`config.mk`:
```
export PLATFORM = sky130hd
export DESIGN_NAME = psum_collector
export DESIGN_NICKNAME = d
export VERILOG_FILES = /design/src/rtl/psum_collector.sv
export SDC_FILE = /design/constraint.sdc
export NUM_CORES = 2
export LEC_CHECK = 0
export CAP_MARGIN = 20
export CORE_MARGIN = 10
export CORE_UTILIZATION = 55
export DETAILED_ROUTE_END_ITERATION = 10
export PLACE_DENSITY = 0.83
export SLEW_MARGIN = 25
export SYNTH_ARGS = -nofsm -noshare
export SYNTH_HDL_FRONTEND = slang
export SYNTH_SLANG_ARGS = --single-unit
```
`constraint.sdc`:
```
create_clock -name clk -period 8.5 [get_ports clk]
set_input_delay 1.7 -clock clk [delete_from_list [all_inputs] [get_ports clk]]
set_output_delay 1.7 -clock clk [all_outputs]
set_load 0.005 [all_outputs]
```
`src/rtl/psum_collector.sv`:
```
// psum_collector: per-column circular lanes that realign skewed systolic
// partial sums into complete rows. A row pops only when every lane has data.
module psum_collector #(
  parameter int col     = 8,
  parameter int psum_bw = 16,
  parameter int depth   = 16
) (
  input  logic                   clk,
  input  logic                   reset,
  input  logic [psum_bw*col-1:0] in,
  input  logic [col-1:0]         wr,
  input  logic                   rd,
  output logic [psum_bw*col-1:0] out,
  output logic                   o_valid,
  output logic                   o_full,
  output logic                   o_overflow
);

  localparam int aw = $clog2(depth);
  localparam int cw = $clog2(depth + 1);
  localparam logic [cw-1:0] depth_c = cw'(depth);

  logic [psum_bw-1:0] mem    [col][depth];
  logic [aw-1:0]      wr_ptr [col];
  logic [aw-1:0]      rd_ptr [col];
  logic [cw-1:0]      count  [col];

  logic [col-1:0] nonempty;
  logic [col-1:0] full;
  logic [col-1:0] accept;
  logic [col-1:0] drop;
  logic           pop;

  // Occupancy flags, pop qualification and per-lane write acceptance.
  // A full lane still accepts when the same edge pops a row out of it.
  always_comb begin
    nonempty = '0;
    full     = '0;
    accept   = '0;
    for (int i = 0; i < col; i++) begin
      nonempty[i] = (count[i] != '0);
      full[i]     = (count[i] == depth_c);
    end
    pop = rd & (&nonempty);
    for (int i = 0; i < col; i++) begin
      accept[i] = wr[i] & (~full[i] | pop);
    end
    drop = wr & ~accept;
  end

  assign o_valid = &nonempty;
  assign o_full  = |full;

  // Lane storage, pointers and counts; storage is cleared on reset so the
  // fall-through output reads zero while reset is held.
  always_ff @(posedge clk or negedge reset) begin
    if (!reset) begin
      for (int i = 0; i < col; i++) begin
        wr_ptr[i] <= '0;
        rd_ptr[i] <= '0;
        count[i]  <= '0;
        for (int j = 0; j < depth; j++) begin
          mem[i][j] <= '0;
        end
      end
    end else begin
      for (int i = 0; i < col; i++) begin
        if (accept[i]) begin
          mem[i][wr_ptr[i]] <= in[i*psum_bw +: psum_bw];
          wr_ptr[i]         <= wr_ptr[i] + aw'(1);
        end
        if (pop) begin
          rd_ptr[i] <= rd_ptr[i] + aw'(1);
        end
        case ({accept[i], pop})
          2'b10:   count[i] <= count[i] + cw'(1);
          2'b01:   count[i] <= count[i] - cw'(1);
          default: count[i] <= count[i];
        endcase
      end
    end
  end

  // Sticky record of any write that found its lane full.
  always_ff @(posedge clk or negedge reset) begin
    if (!reset) begin
      o_overflow <= 1'b0;
    end else if (|drop) begin
      o_overflow <= 1'b1;
    end
  end

  // First-word fall-through: each lane's head slot drives its column.
  for (genvar g = 0; g < col; g++) begin : g_out
    assign out[g*psum_bw +: psum_bw] = mem[g][rd_ptr[g]];
  end

endmodule

```
==> results.json <==
{
  "outcome": "finished clean",
  "worst_ir_drop_vdd_uv": 237,
  "cts_setup_buffers": 0,
  "grt_pass1_vias": 58930,
  "startpoint_type": "register",
  "initial_utilization_pct": 55.4,
  "async_reset_ff_share_pct": 100,
  "num-fill-cells": 12413,
  "ant_nets": 0,
  "pin_count": 270,
  "cts_tree": "yes",
  "synth_area_mm2": 0.0992,
  "slew_headroom_pct": 25.2,
  "coreArea_mm2": 0.179,
  "tightestPinTransition_ns": 1.12,
  "num-nets-final": 6340,
  "hp-class": "register to register",
  "synth_nets": 6229,
  "yosysUniqueCellTypes": 76,
  "synth_flop_cell": "dfrtp_1",
  "grt_pass1_wl_mm": 358,
  "path_clk_slew_ns": 0.06,
  "finClkSkew_ns": 0.0508,
  "wl_per_cell_um": 26.4,
  "cp_data_required_time_ns": 6.80,
  "max_stage_delay_ns": 0.96,
  "crit_type": "register to output port",
  "h-tree-depth": 4,
  "drive_above_1_share_pct": 51.6,
  "dieArea_mm2": 0.198,
  "clock_sinks": 2153,
  "drc": 0,
  "syn2layout_area_growth_pct": 12.2,
  "period_share_pct": 69.2,
  "root_buffer": "clkbuf_16",
  "ys_warn_count": 0,
  "clkLatencyLatePin_ns": 0.88,
  "drt-total-wl_mm": 229,
  "final-max-slew-violation-count": 0,
  "power_mw": 47.0,
  "worst_hold_slack_ns": 0.466,
  "synth_top_cell_area_share_pct": 54.3,
  "post-place-ws_ns": 2.93,
  "rows": 155,
  "cts_hold_buf": 0,
  "setup_slack_ns": 2.62,
  "syn_inst": 6017,
  "crit_top_cell": "mux4_2",
  "netlist_top_cells_area": "dfrtp_1 (54%), mux2_2 (22%), mux4_2 (15%), mux2_4 (1.0%), buf_2 (0.91%)",
  "drtIter0Drc": 3766,
  "drtPass1Iterations": 5,
  "antenna_found_initial": 28,
  "hold_viol_final": 0,
  "crit_chain": "buf_4, mux4_2, mux4_2, clkdlybuf4s50_1",
  "vias": 54078,
  "grt_use_total_pct": 23.1,
  "die_w_um": 445,
  "worstPathArrival_ns": 4.18,
  "critPathMaxFanout": 39,
  "slowest_stage": "dfrtp_4",
  "finalCriticalPeriod_ns": 5.88,
  "grt_overflow": 0,
  "synth_top_area_cell": "dfrtp_1",
  "gp_routability_congestion": 0.779,
  "clk_path_buf_depth": 3,
  "yosysSeqAreaShare_pct": 54.3,
  "leakage_nw": 47.2,
  "drv_cap": 0,
  "grt_max_degree": 202,
  "synth_edf_count": 0,
  "rsz0062_at_grt": "false",
  "setup_violations": 0,
  "end_kind": "output port",
  "power_density_mw_per_mm2": 422,
  "numCtsBuffers": 215,
  "max_freq_ghz": 0.170,
  "postSynthAreaPerCell_um2": 16.5,
  "post-dp-hpwl_mm": 137,
  "viasPerCell": 6.23,
  "port_buffers": 269,
  "cts_resized": 0,
  "die_y_um": 445,
  "ys_seq_elements": 2153,
  "setup_tns_ns": 0
}
power breakdown:
part	total, mW	switching (mW)	leakage [nW]	internal, mW
Combinational	18.7	7.17	17.0	11.5
Clock	9.79	4.11	3.61	5.68
Sequential	18.6	3.34	26.5	15.2
Total	47.0	14.6	47.2	32.4
final timing paths:
| path | startpoint | to | slack [ns] | depth (start not counted) |
|---|---|---|---|---|
| worst max-delay path | rd_ptr[12]$_DFFE_PN0N_ | out[79] | 2.62 | 4 |
| worst min-delay path | o_overflow$_DFFE_PN0P_ | o_overflow$_DFFE_PN0P_ | 0.47 | 1 |
| worst max register to register | count[15]$_DFFE_PN0P_ | count[34]$_DFFE_PN0P_ | 3.91 | 15 |
| worst min register to register | o_overflow$_DFFE_PN0P_ | o_overflow$_DFFE_PN0P_ | 0.47 | 1 |
| max in group asynchronous | reset | mem[1900]$_DFFE_PN0P_ | 5.49 | 3 |
| min in group asynchronous | reset | mem[1178]$_DFFE_PN0P_ | 0.81 | 1 |
registers in the layout (all words and copies together), names as in the netlist:
name,flops
count,40
wr_ptr,32
rd_ptr,32
mem,2048
o_overflow,1
per-stage QoR:
stage	area [um2]	utilization (%)	std cells
global placement	104000	57.9	8259
finish	111000	62.2	8679
global route	111000	62.2	8677
CTS	111000	62.1	8657
floorplan	99200	-	6017
detailed placement	104000	58.0	8263
worst max-delay path, delay by kind of cell (launching register included):
kind                   cells  cell delay, ns
flip-flops                 1            0.96
buffers and inverters      2            1.13
multiplexers               2            1.17
layout by cell type (no fill, tap or decap), types with 17 or more instances in the layout:
cell	Yosys	routed
diode_2	0	19
nor2_1	29	29
nand2_1	73	72
clkinv_2	0	32
clkbuf_8	0	53
a21o_1	17	17
buf_4	27	124
xnor2_1	63	63
inv_1	47	47
clkbuf_1	200	49
mux2_2	1942	1942
mux2_4	69	69
mux2_1	51	51
ha_1	65	65
dfrtp_1	2153	2133
bufinv_16	0	17
clkdlybuf4s50_1	0	268
nor2b_2	0	40
mux4_2	640	640
clkbuf_16	0	216
and3_1	30	30
a21oi_1	28	28
layer usage:
layer,part of all wire [%],global-route usage (%),up-vias
li1,-,-,22734
met1,41,30.6,29595
met2,51,38.9,1295
met3,4.4,3.51,448
met4,3.5,8.62,6
met5,0.023,0,-
synth_stat cells (all sizes together), types with 16 or more instances:
master,count
xnor2,63
nand2,74
nand3,24
inv,49
ha,65
dfrtp,2153
o21ai,16
clkbuf,200
mux4,640
nor2b,46
a21o,17
nor2,40
buf,313
a21oi,31
and3,30
mux2,2062
final cells by class:
cell class	count	area, um2	share of cell area (%)
multi-input combinational	3301	42900	38.5
antenna	19	47.5	0.0427
timing repair buffer	407	3910	3.51
clock inverter	76	1060	0.953
inverter	50	198	0.178
sequential	2153	53900	48.4
tap	2355	2950	2.65
clock buffer	318	6320	5.68
cells by family (layout without fill, tap and decap cells):
family | count (synthesis) | count (layout) | share of synthesized area, %
mux | 2711 | 2711 | 38.3
flops | 2153 | 2153 | 54.3
buf+inv | 563 | 851 | 2.59
simple gates | 299 | 299 | 1.83
compound gates | 143 | 143 | 1.35
xor+xnor | 75 | 75 | 0.662
fa+ha+maj | 73 | 73 | 0.981
other cells | 0 | 19 | 0
No activity file was read; power rests on OpenSTA's default activity.
